===== src/rtl/load_unit_pkg.sv =====
// Shared load-unit definitions: load_op encoding used by the controller,
// FSM state type and the alignment rule.
package load_unit_pkg;

    localparam logic [2:0] LB  = 3'd0;
    localparam logic [2:0] LH  = 3'd1;
    localparam logic [2:0] LW  = 3'd2;
    localparam logic [2:0] LBU = 3'd4;
    localparam logic [2:0] LHU = 3'd5;
    localparam logic [2:0] LWU = 3'd6;

    typedef enum logic [1:0] {
        IDLE,
        REQ,
        RESP,
        ERR
    } state_t;

    // op[1] set selects a word access; otherwise op[0] selects halfword.
    function automatic logic is_misaligned(input logic [2:0] op,
                                           input logic [1:0] off);
        if (op[1])
            return off != 2'b00;
        else if (op[1:0] == LH[1:0])
            return off[0];
        else
            return 1'b0;
    endfunction

endpackage


===== src/rtl/load_extend.sv =====
// Byte/halfword lane selection from a little-endian word and sign or
// zero extension to 32 bits.
module load_extend
    import load_unit_pkg::*;
(
    input  logic [31:0] word,
    input  logic [1:0]  offset,
    input  logic [2:0]  op,
    output logic [31:0] result
);

    logic [31:0] shifted;
    logic [7:0]  byte_val;
    logic [15:0] half_val;
    logic        sext;
    logic        is_word;
    logic        is_half;
    logic        is_byte;

    assign shifted  = word >> {offset, 3'b000};
    assign byte_val = shifted[7:0];
    assign half_val = offset[1] ? word[31:16] : word[15:0];
    assign sext     = (op[2] == LB[2]);
    assign is_word  = op[1];
    assign is_half  = !op[1] && (op[0] == LH[0]);
    assign is_byte  = !op[1] && (op[0] == LB[0]);

    always_comb begin
        result = word;
        unique case (1'b1)
            is_word: result = word;
            is_half: result = {{16{sext & half_val[15]}}, half_val};
            is_byte: result = {{24{sext & byte_val[7]}}, byte_val};
            default: result = word;
        endcase
    end

endmodule


===== src/rtl/load_unit.sv =====
// Load unit: one memory read per accepted start, with alignment check,
// bounded wait for acknowledge, and extended result register.
module load_unit
    import load_unit_pkg::*;
#(
    parameter int TIMEOUT = 16
) (
    input  logic        clk,
    input  logic        rst,
    input  logic        start,
    input  logic [31:0] addr,
    input  logic [2:0]  load_op,
    output logic        busy,
    output logic        done,
    output logic [31:0] load_data,
    output logic        misalign,
    output logic        timeout_err,
    output logic        mem_req,
    output logic [31:0] mem_addr,
    input  logic        mem_ack,
    input  logic [31:0] mem_rdata
);

    localparam logic [7:0] LAST = 8'(TIMEOUT - 1);

    state_t      state;
    state_t      next;
    logic [7:0]  cnt;
    logic [1:0]  lat_off;
    logic [2:0]  lat_op;
    logic        to_flag;
    logic [31:0] ext;
    logic        accept;
    logic        expire;

    assign accept = (state == IDLE) && start;
    assign expire = (state == REQ) && !mem_ack && (cnt == LAST);

    load_extend u_ext (
        .word   (mem_rdata),
        .offset (lat_off),
        .op     (lat_op),
        .result (ext)
    );

    always_ff @(posedge clk) begin
        if (rst) begin
            state     <= IDLE;
            cnt       <= '0;
            lat_off   <= '0;
            lat_op    <= '0;
            to_flag   <= 1'b0;
            mem_addr  <= '0;
            load_data <= '0;
        end else begin
            state <= next;
            if (accept) begin
                lat_off  <= addr[1:0];
                lat_op   <= load_op;
                mem_addr <= {addr[31:2], 2'b00};
                to_flag  <= 1'b0;
            end
            if (state != REQ)
                cnt <= '0;
            else if (!mem_ack)
                cnt <= cnt + 8'd1;
            // Result lands with the RESP entry so it is valid alongside done.
            if (state == REQ && mem_ack)
                load_data <= ext;
            if (expire)
                to_flag <= 1'b1;
        end
    end

    always_comb begin
        next        = state;
        busy        = 1'b1;
        mem_req     = 1'b0;
        done        = 1'b0;
        misalign    = 1'b0;
        timeout_err = 1'b0;
        case (state)
            IDLE: begin
                busy = 1'b0;
                if (start)
                    next = is_misaligned(load_op, addr[1:0]) ? ERR : REQ;
            end
            REQ: begin
                mem_req = 1'b1;
                if (mem_ack)
                    next = RESP;
                else if (cnt == LAST)
                    next = ERR;
            end
            RESP: begin
                done = 1'b1;
                next = IDLE;
            end
            ERR: begin
                misalign    = !to_flag;
                timeout_err = to_flag;
                next        = IDLE;
            end
            default: next = IDLE;
        endcase
    end

endmodule


===== config.mk =====
export PLATFORM = sky130hd
export DESIGN_NAME = load_unit
export DESIGN_NICKNAME = d
export VERILOG_FILES = /design/src/rtl/load_unit_pkg.sv /design/src/rtl/load_extend.sv /design/src/rtl/load_unit.sv
export SDC_FILE = /design/constraint.sdc
export NUM_CORES = 1
export LEC_CHECK = 0
export CORE_MARGIN = 3
export CORE_UTILIZATION = 46
export CTS_CLUSTER_DIAMETER = 100
export CTS_CLUSTER_SIZE = 10
export DETAILED_ROUTE_END_ITERATION = 8
export GPL_TIMING_DRIVEN = 0
export PLACE_DENSITY = 0.85
export SYNTH_ARGS = -nofsm -noshare
export SYNTH_HDL_FRONTEND = slang
export SYNTH_SLANG_ARGS = --single-unit

===== constraint.sdc =====
create_clock -name clk -period 3.75 [get_ports clk]
set_input_delay 0.5625 -clock clk [delete_from_list [all_inputs] [get_ports clk]]
set_output_delay 0.5625 -clock clk [all_outputs]
set_load 0.1 [all_outputs]

; ---- Yosys cells after proc, flatten, opt, wreduce, memory -nomap -nowiden
; Index checks and enable logic that the tools add are counted.
[word_totals]
register_bits = 78
in_bits = 71
output_inout_bits = 69
wordCells = 54
[classes]
n_addsub = 1
eq_ne = 8
n_shift = 1
muxes = 18
bitwise_logic = 4
reduce_logical = 15
[ops]
columns = op, count
row1 = 32-bit one-hot mux with 2 select lines, 1
row2 = 32-bit by 5-bit >> shifter with 8-bit output, 1
row3 = 16-bit two-way mux, 1
row4 = 1-bit two-way mux, 11
row5 = 8-bit by 1-bit adder with 8-bit output (second input constant), 1
row6 = 8-bit by 4-bit == test with 1-bit output (second input constant), 1
row7 = 2-bit two-way mux, 4
row8 = 1-bit logical AND, 6
row9 = 2-bit one-hot mux with 3 select lines, 1
row10 = 2-bit by 1-bit == test with 1-bit output (second input constant), 2
row11 = 2-bit == test (second input constant), 2
row12 = 2-bit nonzero test, 2
row13 = 2-bit OR reduction, 2
row14 = 1-bit zero test, 3
row15 = 3-bit by 2-bit != test with 1-bit output (second input constant), 1
row16 = 1-bit AND, 2
row17 = 2-bit zero test, 1
row18 = 2-bit by 1-bit != test with 1-bit output (second input constant), 1
row19 = 2-bit != test (second input constant), 1
row20 = 1-bit inverter, 2
row21 = 2-bit AND reduction, 1

; ---- Depth between registers and ports, before layout
[logic_depth]
word_depth = 8
depth_mapped = 6
ltp_nobuf = 5

; ---- Cells and area by module
; From an unflattened synthesis, not the netlist that was laid out.
[hier_totals]
hier_cells = 460
hier_area_um2 = 3569.7
[by_module_without_submodules]
columns = module, n_inst, cells_each, area_per_inst_um2, seq_area_each_um2
row1 = load_unit, 1, 358, 2870.3, 1561.5
row2 = load_extend, 1, 102, 699.4, 0.0

; ---- Worst setup path before layout
; OpenSTA, ideal clock, no wires.
[synth_timing]
path_kind = register -> output
startpoint = register state[1]
endpoint = output port done
arrival_ns = 1.900
required_ns = 3.188
setup_slack_ns = 1.288
path_stages_with_launch = 3
n_path_buf = 1
cell_sequence = dfxtp_1 -> clkbuf_1 -> nor2b_1
[synth_between]
elab_chain_cells = 2
[synth_lines]
columns = item, line_no
row1 = "start, declared", load_unit.sv:26  ; state_t state;
row2 = "start signal, assigned", load_unit.sv:56  ; state <= next;
row3 = 2-bit == test, load_unit.sv:82  ; case (state)
row4 = 1-bit two-way mux, load_unit.sv:82
row5 = "end, declared", load_unit.sv:14  ; output logic done,
; No other way between the ends.

; ---- Worst setup path after layout
[layout_timing]
startpoint = register state[1]
endpoint = output port mem_req
[layout_between]
elab_chain_cells = 2
[layout_lines]
columns = item, line_no
row1 = 2-bit by 1-bit == test with 1-bit output, load_unit.sv:82
row2 = 1-bit two-way mux, load_unit.sv:82
row3 = "end, declared", load_unit.sv:18  ; output logic mem_req,
; No other way between the ends.

==> out/results.ini <==
[logic_synthesis]
synth_cell_types=41
synth_seq_area_share_pct=46.62
synth_top_area_share_pct=46.62
synth.area.top_cells=dfxtp_1 47%, nand2_1 11%, a21oi_1 5.7%
synth_top_area_cell=dfxtp_1
async_reset_ff_share_pct=0
ys_ff_latch=78
yosysMostFrequentCell=nand2_1
synth-edff-count=0
synthCells=397
ys.flop_type=dfxtp_1
synth_commonest_cells=99 x nand2_1, 78 x dfxtp_1, 38 x a21oi_1, 38 x nor2_1, 22 x a211oi_1
syn_area_per_cell_sq_um=8.437
synth.cell_area_sq_mm=0.003349
yosys_warnings=0

[cells_and_area]
final_nets=616
area_delta_synth_final_pct=50.69
antenna_cells=0
drive_above_1_share_pct=9.472

[timing]
setup_ws_ps=888.1
fin_crit_ps=2862
rsz0062_at_grt=no
fin_skew_ps=11.59
tightest_slew_ps=1012
whs_ps=456.8
max_clock_freq_mhz=349.4
finalCritPeriodShare_pct=76.32
slew_headroom_pct=32.33
setup_tns_ps=0
final-hold-violation-count=0
drv_slew=0
setup-violations-final=0

[routing]
wl_per_cell_um=15.48
totalWireLength_mm=9.985
dr.pass1.iters=5
via_per_inst=5.298
vias=3417
antenna_left=0
drc=0
first_iter_violations=226

[power_and_ir_drop]
irDropWorstVdd_mv=0.2994
power_density_mw_per_mm2=465.7
cellLeakagePower_nw=1.775
power_mw=2.351

[clock_network]
cts_resized=0
cts.clk_slew.worst_paths_ps=80
ctsRootBufferMaster=clkbuf_8
cts_tree=built
cts-htree-levels=3
cts_max_path_buffers=2
cts_buffers=9
clock_sinks=78
clk_latency_ps=350
cts_setup_buffers=0
cts.hold.buffers_added=0

[place]
place_hpwl_mm=7.443
gp_congestion=0.9304
port_buffers=135
pre_cts_slack_ps=1265

[outcome]
status=finished, final reports clean

[grt]
grt_antenna_before_repair=0
grt_pass1_vias=3391
grt_usage_pct=24.27
grt_first_pass_wirelength_mm=16.46
grt_max_degree=14
grt-ovfl-total=0

[critical_path]
r2r-end=load_data[8]
cp-end-kind=output port
crit_fanout=9
worstReg2RegStart=state[1]
reg2reg_depth=5
ff2ff_setup_slack_ps=1940
cp-start-kind=register
critPathKind=reg -> out
cp.required_ps=3190
cp.arrival_ps=2300

[min_path]
hp-start=mem_addr[21]
whs_endpoint=mem_addr[21]
hold_path_class=reg -> reg
min_path_cells=2

[floorplan]
start_util_pct=48.23
core_sq_mm=0.006944
die_area_sq_mm=0.008341
num_io_pins=140
num_rows=30
die_h_um=91.33
chipWidth_um=91.33

[flow_run]
drv_cap=0

==> where the power goes <==
group / switching [mW] / leakage (nW) / internal (mW)
clock network: 0.313 / 0.110 / 0.395
registers: 0.0287 / 0.637 / 0.877
logic: 0.522 / 1.03 / 0.215
==> worst max path at each step <==
stage	startpoint	endpoint	slack, ps	cells past startpoint
after floorplan	state[1]	done	1290	2
after global placement	state[1]	mem_req	1290	3
after detailed placement	state[1]	timeout_err	1270	3
after CTS	state[1]	timeout_err	890	3
after global routing	state[1]	timeout_err	780	3
final	state[1]	mem_req	890	3
==> stage by stage <==
| step | cells | cell area [sq um] | util (%) |
|---|---|---|---|
| floorplan | 398 | 3353 | - |
| global route | 645 | 5047 | 72.68 |
| CTS | 645 | 5047 | 72.68 |
| global placement | 629 | 4825 | 69.48 |
| finish | 645 | 5047 | 72.68 |
| detailed placement | 629 | 4825 | 69.48 |
==> area by class of cell <==
cell class	count	area [sq um]
fill	519	1897
tap	96	120.1
buffer	32	145.1
clock buffer	11	141.4
multi-input combinational	286	1639
sequential	78	1562
timing repair buffer	135	1351
clock inverter	5	81.33
inverter	2	7.507
==> registers in the layout (all words and copies together), names as in the netlist <==
name	count
cnt	8
lat_off	2
lat_op	3
load_data	32
mem_addr	30
state	2
to_flag	1
==> worst max-delay path: stages (launching register included) <==
cell and delay (ps):
dfxtp_1 300, clkbuf_1 180, nor2b_2 280, clkdlybuf4s50_1 1200
==> layout by cell type (no fill, tap or decap), types with 9 or more instances in the layout <==
cell type / Yosys / layout
a211oi_1: 22 / 22
clkbuf_8: 0 / 10
a21oi_1: 38 / 38
nand3b_1: 9 / 9
a211oi_2: 11 / 11
clkbuf_1: 18 / 19
dfxtp_1: 78 / 78
o21ai_0: 12 / 12
nor2_1: 38 / 38
nand2_1: 99 / 99
clkdlybuf4s50_1: 0 / 135
==> logic make-up after synthesis <==
kind of cell | count (synthesis) | share of synthesized area, %
simple gates | 171 | 23.09
compound gates | 95 | 20.17
flops | 78 | 46.62
buf+inv | 34 | 4.557
mux | 10 | 3.250
xor+xnor | 7 | 1.830
fa+ha+maj | 1 | 0.3735
other cells | 1 | 0.1120
==> metal layers <==
layer  vias up  part of all wire [%]  routed length [um]  GRT usage [%]
met2       169                    47                4709          39.73
li1       1648                     -                   -              -
met5         -                     0                   0              0
met1      1581                    40                4036          29.52
met3        19                    11                1067          8.534
met4         0                   1.7                 172          8.543
Power figures use the tool's default switching activity.
